## src/rtl/fetch_control.sv

```systemverilog
// Instruction-fetch sequencer: owns the program counter, strobes the MAR and
// holds the fetched byte in an instruction register until the decoder accepts it.
module fetch_control (
    input  logic       clk,
    input  logic       rst,
    input  logic       enable,
    output logic       mar_load,
    output logic [7:0] address,
    input  logic [7:0] instruction,
    output logic [7:0] ir,
    output logic       ir_valid,
    input  logic       ir_ready,
    input  logic       jump,
    input  logic [7:0] jump_addr,
    input  logic       halt,
    output logic [7:0] pc,
    output logic       halted
);

    typedef enum logic [2:0] {
        StIdle,
        StIssue,
        StWait,
        StHold,
        StHalted
    } state_e;

    state_e     state_q, state_d;
    logic [7:0] pc_q, pc_d;
    logic [7:0] ir_q, ir_d;
    logic       ir_valid_q, ir_valid_d;
    logic       mar_load_q, mar_load_d;
    logic       halted_q, halted_d;

    // mar_load is decided one cycle early so it is high exactly while in ISSUE.
    always_comb begin
        state_d    = state_q;
        pc_d       = pc_q;
        ir_d       = ir_q;
        ir_valid_d = ir_valid_q;
        mar_load_d = 1'b0;
        halted_d   = halted_q;
        unique case (state_q)
            StIdle: begin
                if (jump) begin
                    pc_d = jump_addr;
                end
                if (enable) begin
                    state_d    = StIssue;
                    mar_load_d = 1'b1;
                end
            end
            StIssue: begin
                state_d = StWait;
            end
            StWait: begin
                ir_d       = instruction;
                ir_valid_d = 1'b1;
                pc_d       = pc_q + 8'd1;
                state_d    = StHold;
            end
            StHold: begin
                if (ir_ready) begin
                    ir_valid_d = 1'b0;
                    if (jump) begin
                        pc_d = jump_addr;
                    end
                    if (halt) begin
                        state_d  = StHalted;
                        halted_d = 1'b1;
                    end else if (enable) begin
                        state_d    = StIssue;
                        mar_load_d = 1'b1;
                    end else begin
                        state_d = StIdle;
                    end
                end
            end
            StHalted: begin
                state_d = StHalted;
            end
            default: begin
                state_d = StIdle;
            end
        endcase
    end

    always_ff @(posedge clk or posedge rst) begin
        if (rst) begin
            state_q    <= StIdle;
            pc_q       <= 8'h00;
            ir_q       <= 8'h00;
            ir_valid_q <= 1'b0;
            mar_load_q <= 1'b0;
            halted_q   <= 1'b0;
        end else begin
            state_q    <= state_d;
            pc_q       <= pc_d;
            ir_q       <= ir_d;
            ir_valid_q <= ir_valid_d;
            mar_load_q <= mar_load_d;
            halted_q   <= halted_d;
        end
    end

    assign address  = pc_q;
    assign pc       = pc_q;
    assign ir       = ir_q;
    assign ir_valid = ir_valid_q;
    assign mar_load = mar_load_q;
    assign halted   = halted_q;

endmodule

```

## config.mk

```make
export PLATFORM = sky130hd
export DESIGN_NAME = fetch_control
export DESIGN_NICKNAME = d
export VERILOG_FILES = /design/src/rtl/fetch_control.sv
export SDC_FILE = /design/constraint.sdc
export NUM_CORES = 1
export LEC_CHECK = 0
export ABC_AREA = 1
export CORE_ASPECT_RATIO = 1.4
export CORE_MARGIN = 2
export CORE_UTILIZATION = 44
export CTS_BUF_LIST = sky130_fd_sc_hd__clkbuf_2 sky130_fd_sc_hd__clkbuf_4 sky130_fd_sc_hd__clkbuf_8
export CTS_CLUSTER_SIZE = 25
export DETAILED_ROUTE_END_ITERATION = 12
export GPL_ROUTABILITY_DRIVEN = 0
export HOLD_SLACK_MARGIN = 0.05
export MAX_ROUTING_LAYER = met4
export PLACE_DENSITY = 0.78
export SLEW_MARGIN = 20
export SYNTH_ARGS = -nofsm -noshare
export SYNTH_HDL_FRONTEND = slang
export SYNTH_SLANG_ARGS = --single-unit
```

## constraint.sdc

```tcl
create_clock -name clk -period 1.8 [get_ports clk]
set_clock_uncertainty 0.1 [all_clocks]
set_input_delay 0.54 -clock clk [delete_from_list [all_inputs] [get_ports clk]]
set_output_delay 0.54 -clock clk [all_outputs]
set_load 0.01 [all_outputs]
```

# Word level (Yosys, flattened, before mapping)
# Cells that the tools add are included.
# op_classes
addsub	1
n_eq_ne	6
mux	14
reduce_logical	7
# op_table
op	n
$pmux 8 s3	1
$mux 8	2
$pmux 3 s5	1
$mux 3	3
$add 8x1->8 const B	1
$eq 3x2->1 const B	2
$reduce_and 2->1	3
$mux 1	5
$ne 2x2->1 const B	2
$pmux 1 s2	2
$eq 3x1->1 const B	1
$eq 3x3->1 const B	1
$logic_not 3->1	1
$reduce_and 3->1	1
$reduce_bool 3->1	1
$reduce_bool 2->1	1
# word_totals
ff_bits	22
in_bits	22
word_cells	34

# Logic depth before layout (Yosys ltp)
# Gate-level depths: netlist (run 1).
# logic_depth
ltp_word	4
ltp_mapped	8
ltp_nobuf	8

# Least setup slack after synthesis (run 1)
# OpenSTA, ideal clock, no wires.
# synth_path
path_kind	register -> register
from	register pc_q[0], in the netlist address[0]
to	register pc_q[6], in the netlist address[6]
setup_ns	0.116
t_arrival_ns	1.112
required_ns	1.584
slack_ns	0.472
stages_incl_launch_ff	7
n_path_buf	0
synth_period_minus_slack_ns	1.328
cell_sequence	dfrtp_1 -> ha_1 -> nand3_1 -> o21ai_0 -> nand3_1 -> nand2_1 -> nand2_1
# synth_between
elab_chain_len	2
# synth_rtl
element	line_no	source
from (decl)	29	logic [7:0] pc_q, pc_d;
from (signal assigned)	98	pc_q <= pc_d;
$add 8x1->8	59	pc_d = pc_q + 8'd1;
$pmux 8 s3	43	unique case (state_q)
# Every way passes these cells.
# A chain may end at the register's enable or synchronous reset.

# Worst setup path in the final report (run 1)
# layout_path
from	register pc_q[1], in the netlist address[1]
to	output address[1]
# layout_rtl
element	line_no	source
to (decl)	8	output logic [7:0] address,
# No word-level cell between the ends.

==> results of run 1 <==
==> worst paths after layout <==
path / start / end / slack (ns)
min reg2reg: halted$_DFFE_PP0P_ / halted$_DFFE_PP0P_ / 0.37
max in group asynchronous: rst / address[2]$_DFFE_PP0P_ / 0.91
min: halted$_DFFE_PP0P_ / halted$_DFFE_PP0P_ / 0.37
min in group asynchronous: rst / ir[7]$_DFFE_PP0N_ / 0.45
max reg2reg: state_q[2]$_DFFE_PP0P_ / address[5]$_DFFE_PP0P_ / 0.28
max: address[1]$_DFFE_PP0P_ / address[1] / 0.04
==> registers in the layout, summed over array words and instances (netlist names) <==
register	flops
ir	8
halted	1
mar_load	1
state_q	3
ir_valid	1
address	8
==> through the flow <==
stage	total power, mW	util	instances	setup WS, ns
2_1_floorplan	1.984	-	166	0.4720
3_3_place_gp	2.620	0.6439	245	0.06496
3_5_place_dp	2.678	0.6439	245	0.02703
4_1_cts	3.009	0.6776	258	0.02872
5_1_grt	3.282	0.6809	259	0.003352
6_report	3.021	0.6809	259	0.04371
==> critical path: cells and delay by family, from the launching register on <==
family	cells	cell delay, ns
flops	1	0.39
buf+inv	2	0.42
==> final cells by class <==
class / instances / area [µm²] / area share
inverter: 18 / 67.56 / 0.03755
multi-input combinational: 115 / 513.0 / 0.2851
clock inverter: 1 / 30.03 / 0.01669
sequential: 22 / 553.0 / 0.3074
tap: 36 / 45.04 / 0.02503
clock buffer: 3 / 22.52 / 0.01252
timing repair buffer: 64 / 568.0 / 0.3157
==> metal layers <==
layer / share of wire / vias up
li1: - / 612
met1: 0.39 / 578
met2: 0.54 / 39
met3: 0.046 / 9
met4: 0.030 / 0
met5: 0 / -
==> synth_stat cells, types with 2 or more instances <==
master / n
a21oi_1: 2
inv_1: 16
nor2_1: 9
buf_6: 2
inv_2: 2
o21ai_0: 6
nand3_1: 10
dfrtp_1: 22
nand2_1: 75
nor2_2: 4
buf_4: 8
o31ai_1: 2
==> logic make-up after synthesis <==
group,share of synthesized area
buf+inv,0.1273
xor+xnor,0.007188
simple gates,0.3542
fa+ha+maj,0.01027
compound gates,0.04928
flops,0.4517
==> power by group through the flow <==
stage / combinational (mW) / clock, mW / sequential [mW]
2_1_floorplan: 0.961 / 0 / 1.02
3_3_place_gp: 1.69 / 0 / 0.932
3_5_place_dp: 1.73 / 0 / 0.944
4_1_cts: 1.75 / 0.385 / 0.878
5_1_grt: 1.97 / 0.405 / 0.906
6_report: 1.77 / 0.379 / 0.876
==> timing repair <==
action,CTS,global route
endpoints found under the setup margin,27,2
buffers inserted,9,1
gates resized for setup,29,1
pin swaps,0,0
==> flow_summary_export.csv, run 1 <==
group,metric,value,unit
status,status,"finished clean",
detailed_routing,num_vias,1238,
floorplan,die_area,0.003213,mm²
place,placed_area,0.001702,mm²
grt,grt.met3_usage,0.03620,
detailed_routing,wirelength,2.971,mm
detailed_routing,wire_per_inst,11.47,µm
setup_path,path_cells,"buf_4 > dlygate4sd2_1",
clock_network,insertion_delay,0.31,ns
finish,most-common-layout-cells,"nand2_1 (75), dlygate4sd2_1 (26), clkdlybuf4s50_1 (21)",
setup_path,cp-end-kind,"primary output",
flow_run,max_cap_violations,0,
yosys,synthesis.area,0.001219,mm²
setup_path,slowest_stage,"dfrtp_1",
power,p_sw_frac,0.4214,
clock_network,h-tree-depth,1,
clock_network,cts_tree,"built",
setup_path,crit_required,1.16,ns
detailed_routing,drt-pass1-iter-count,4,
power,p_int,1.748,mW
power,p_clk_frac,0.125,
clock_network,clockRootBuffer,"clkbuf_4",
finish,fillCellCount,245,
finish,antenna_cells,0,
floorplan,die_x,48.48,µm
finish,final_common_cell,"nand2_1",
clock_network,cts.sinks,22,
sta,worstMarginPinSlew,0.2884,ns
finish,areaGrowthSynthToFinish,47.64,%
sta,slew_headroom,0.8075,
floorplan,rows,22,
min_path,whs_path_depth,2,
yosys,synth_edf_count,0,
setup_path,worstSetupPathType,"flop to primary output",
yosys,async_flop_share,1.000,
sta,setup_viol,0,
detailed_routing,vias_per_cell,4.780,
yosys,yosysWarnings,0,
grt,first_global_vias,1197,
sta,timing.final.crit_share,0.9757,
sta,holdWs,0.3724,ns
sta,finalMaxSlewViolations,0,
yosys,synth_flop_cell,"dfrtp_1",
clock_network,cts_hold_buf,0,
setup_path,critical_path_arrival,1.12,ns
detailed_routing,drt_iter0_drc,22,
grt,antenna_found_initial,0,
place,dp_hpwl,2.116,mm
yosys,synth.avg_cell_area,7.341,µm²
power,seqPwrFrac,0.290,
grt,grt.overflow.total,0,
place,io_buffers,48,
detailed_routing,final_antenna_net_count,0,
finish,layout.nets,247,
power,p_sw,1.273,mW
setup_path,worst_setup_path_start_kind,"flop",
floorplan,coreArea,0.002643,mm²
sta,hold_viol_final,0,
sta,setup_tns,0,ns
power,ir_drop,886.7,µV
grt,busiest_layer,"met2",
finish,drive_above_1_share,0.1390,
finish,design_area,0.001799,mm²
yosys,synth_area_leaders,"dfrtp_1 (45%), nand2_1 (23%), buf_4 (4.9%)",
yosys,ys_seq_elements,22,
yosys,synth_seq_area_share,0.4517,
power,power_density,1679,mW/mm²
clock_network,numCtsBuffers,3,
floorplan,initial_utilization,0.4612,
yosys,synth_nets,189,
detailed_routing,drc,0,
grt,grt_max_degree,23,
yosys,syn-instance-count,166,
grt,met1_usage,0.2003,
grt,grt_use_met2,0.3802,
grt,grt_pass1_wl,4.940,mm
sta,max_freq,569.4,MHz
setup_path,crit_path_max_fanout,3,
setup_path,cp_slowest_stage_delay,0.39,ns
floorplan,die_h,66.27,µm
power,p_comb_frac,0.585,
clock_network,clkTransAtPathRegs,0.12,ns
sta,rsz0062_at_grt,"false",
power,p_leak,0.9723,nW
clock_network,cts.path.max_buffers,2,
yosys,synth_cell_types,20,
min_path,worstHoldPathType,"flop to flop",
setup_path,r2r_cells,7,
floorplan,io_pins,49,
sta,min_period,1.756,ns
yosys,synth_area_leader_cell,"dfrtp_1",
yosys,netlist.area_leader.share,0.4517,
grt,track_usage,0.2043,
Power figures use the tool's default switching activity.
==> run 2, diff against run 1 <==
Settings changed: CORE_ASPECT_RATIO 1.4 to 1.75, CORE_UTILIZATION 44 to 40, GPL_ROUTABILITY_DRIVEN 0 to default, PLACE_DENSITY 0.78 to 0.75.
Clock period 1.8 ns to 1.48 ns, I/O delays scaled along.
==> run 2 against run 1 <==
Compared with the run above:
- final cell count fell by 1.9%
- combinational power rose by 28%
- first-iteration DRC count fell by 4.5%
- critical path type unchanged
- largest power group unchanged
- highest routed layer unchanged
==> flow_summary_export.csv, run 2 (synthesis results as in run 1) <==
group,metric,value,unit
setup_path,startpoint,"address[0]$_DFFE_PP0P_",
clock_network,cts.sinks,22,
sta,hold_viol_final,0,
detailed_routing,final_antenna_net_count,0,
finish,antenna_cells,0,
place,placed_area,0.001767,mm²
finish,layout.nets,251,
setup_path,slowest_stage,"dfrtp_1",
grt,first_global_vias,1343,
setup_path,worst-path-buf-inv,1,
setup_path,cp-end-kind,"primary output",
floorplan,die_x,45.73,µm
min_path,worstHoldPathType,"flop to flop",
place,dpl.cell_count,247,
power,power_density,2020,mW/mm²
sta,max_freq,696.4,MHz
grt,antenna_found_initial,0,
power,ir_drop,1066,µV
finish,drive_above_1_share,0.1858,
floorplan,die_h,77.02,µm
clock_network,clkTransAtPathRegs,0.08,ns
floorplan,rows,26,
setup_path,critPathTopFamily,"flip-flops",
power,p_leak,0.9511,nW
clock_network,cts_tree,"built",
sta,timing.final.crit_share,0.9702,
clock_network,clockRootBuffer,"clkbuf_8",
finish,areaGrowthSynthToFinish,51.44,%
setup_path,r2r_cells,7,
floorplan,die_area,0.003522,mm²
clock_network,numCtsBuffers,3,
finish,multi_input_area,530.5,µm²
clock_network,cts_hold_buf,0,
grt,grt.overflow.total,0,
finish,instances_no_fill,254,
detailed_routing,wirelength,3.061,mm
setup_path,crit_path_max_fanout,3,
finish,fillCellCount,270,
finish,design_area,0.001846,mm²
sta,rsz0062_at_grt,"false",
grt,grt_pass1_wl,5.292,mm
finish,final_util,0.6303,
detailed_routing,drt-pass1-iter-count,4,
detailed_routing,drc,0,
setup_path,cp_slowest_stage_delay,0.40,ns
sta,finalMaxSlewViolations,0,
place,place.gp.congestion,0.9093,
place,dp_hpwl,2.378,mm
grt,grt_max_degree,14,
setup_path,reg2reg_to,"address[1]$_DFFE_PP0P_",
detailed_routing,wire_per_inst,12.05,µm
setup_path,worst_setup_path_start_kind,"flop",
sta,setup_viol,0,
setup_path,worstSetupPathType,"flop to primary output",
setup_path,critical_path_arrival,0.89,ns
setup_path,cp.depth,1,
setup_path,crit_required,0.94,ns
floorplan,initial_utilization,0.4162,
setup_path,reg2reg_slack,0.11,ns
clock_network,h-tree-depth,1,
clock_network,cts.path.max_buffers,2,
detailed_routing,vias_per_cell,4.972,
finish,final_common_cell,"nand2_1",
finish,seq_area,553.0,µm²
setup_path,timing.rr.start,"state_q[2]$_DFFE_PP0P_",
flow_run,max_cap_violations,0,
clock_network,insertion_delay,0.26,ns
detailed_routing,drt_iter0_drc,21,
floorplan,io_pins,49,
floorplan,coreArea,0.002928,mm²
sta,worstMarginPinSlew,0.2083,ns
setup_path,crit_path_end,"address[0]",
power,finalPower,3.728,mW
sta,slew_headroom,0.8599,
sta,min_period,1.436,ns
detailed_routing,num_vias,1263,
grt,track_usage,0.2030,
status,status,"finished clean",
place,io_buffers,48,
setup_path,path_cells,"clkdlybuf4s15_1",
finish,most-common-layout-cells,"nand2_1 (75), clkdlybuf4s15_1 (23), clkdlybuf4s50_1 (21)",
==> run 2: cell count changes in the layout (fill, tap and decap cells not counted), sizes merged <==
cell	delta
dlygate4sd2	-25
clkdlybuf4s15	+22
buf	+4
clkbuf	+3
bufinv	-1
==> run 2: power by group <==
| group | internal (mW) | leakage, nW | total (mW) | switching, mW |
|---|---|---|---|---|
| logic | 1.07 | 0.665 | 2.27 | 1.20 |
| registers | 0.887 | 0.265 | 1.09 | 0.199 |
| clock network | 0.182 | 0.0216 | 0.368 | 0.187 |
==> run 2: how the worst min path moves through the flow <==
stage	startpoint	endpoint	slack, ns	cells past startpoint
floorplan	rst	address[0]$_DFFE_PP0P_	0.33	1
global placement	halted$_DFFE_PP0P_	halted$_DFFE_PP0P_	0.35	2
global route	halted$_DFFE_PP0P_	halted$_DFFE_PP0P_	0.41	2
CTS	halted$_DFFE_PP0P_	halted$_DFFE_PP0P_	0.38	2
finish	halted$_DFFE_PP0P_	halted$_DFFE_PP0P_	0.38	2
detailed placement	halted$_DFFE_PP0P_	halted$_DFFE_PP0P_	0.36	2
==> run 2: area by class of cell <==
class	count	area share
timing repair buffer	68	0.3349
inverter	18	0.03661
sequential	22	0.2997
clock buffer	3	0.02237
multi-input combinational	115	0.2875
tap	28	0.01898
==> run 2: repair_timing <==
action / CTS / global route
cloned: 0 / 0
endpoints found under the hold margin: 0 / 0
resized for setup: 47 / 19
buffers inserted: 2 / 2
endpoints found under the setup margin: 27 / 22
==> run 2: metal layers <==
metal  share of wire  global-route usage
met1            0.36              0.2157
met2            0.56              0.3451
met3           0.051             0.01647
met4           0.027              0.1171
met5               0                   -
==> run 2: metrics by stage <==
| step | worst slack [ns] | setup TNS [ns] | hold WS, ns |
|---|---|---|---|
| 6_report | 0.04411 | 0 | 0.3755 |
| 5_1_grt | 0.0001992 | 0 | 0.4092 |
| 4_1_cts | 0.0005305 | 0 | 0.3762 |
| 3_5_place_dp | -0.1899 | -1.650 | 0.3616 |
| 3_3_place_gp | -0.1461 | -1.353 | 0.3471 |
| 2_1_floorplan | 0.1520 | 0 | 0.3332 |
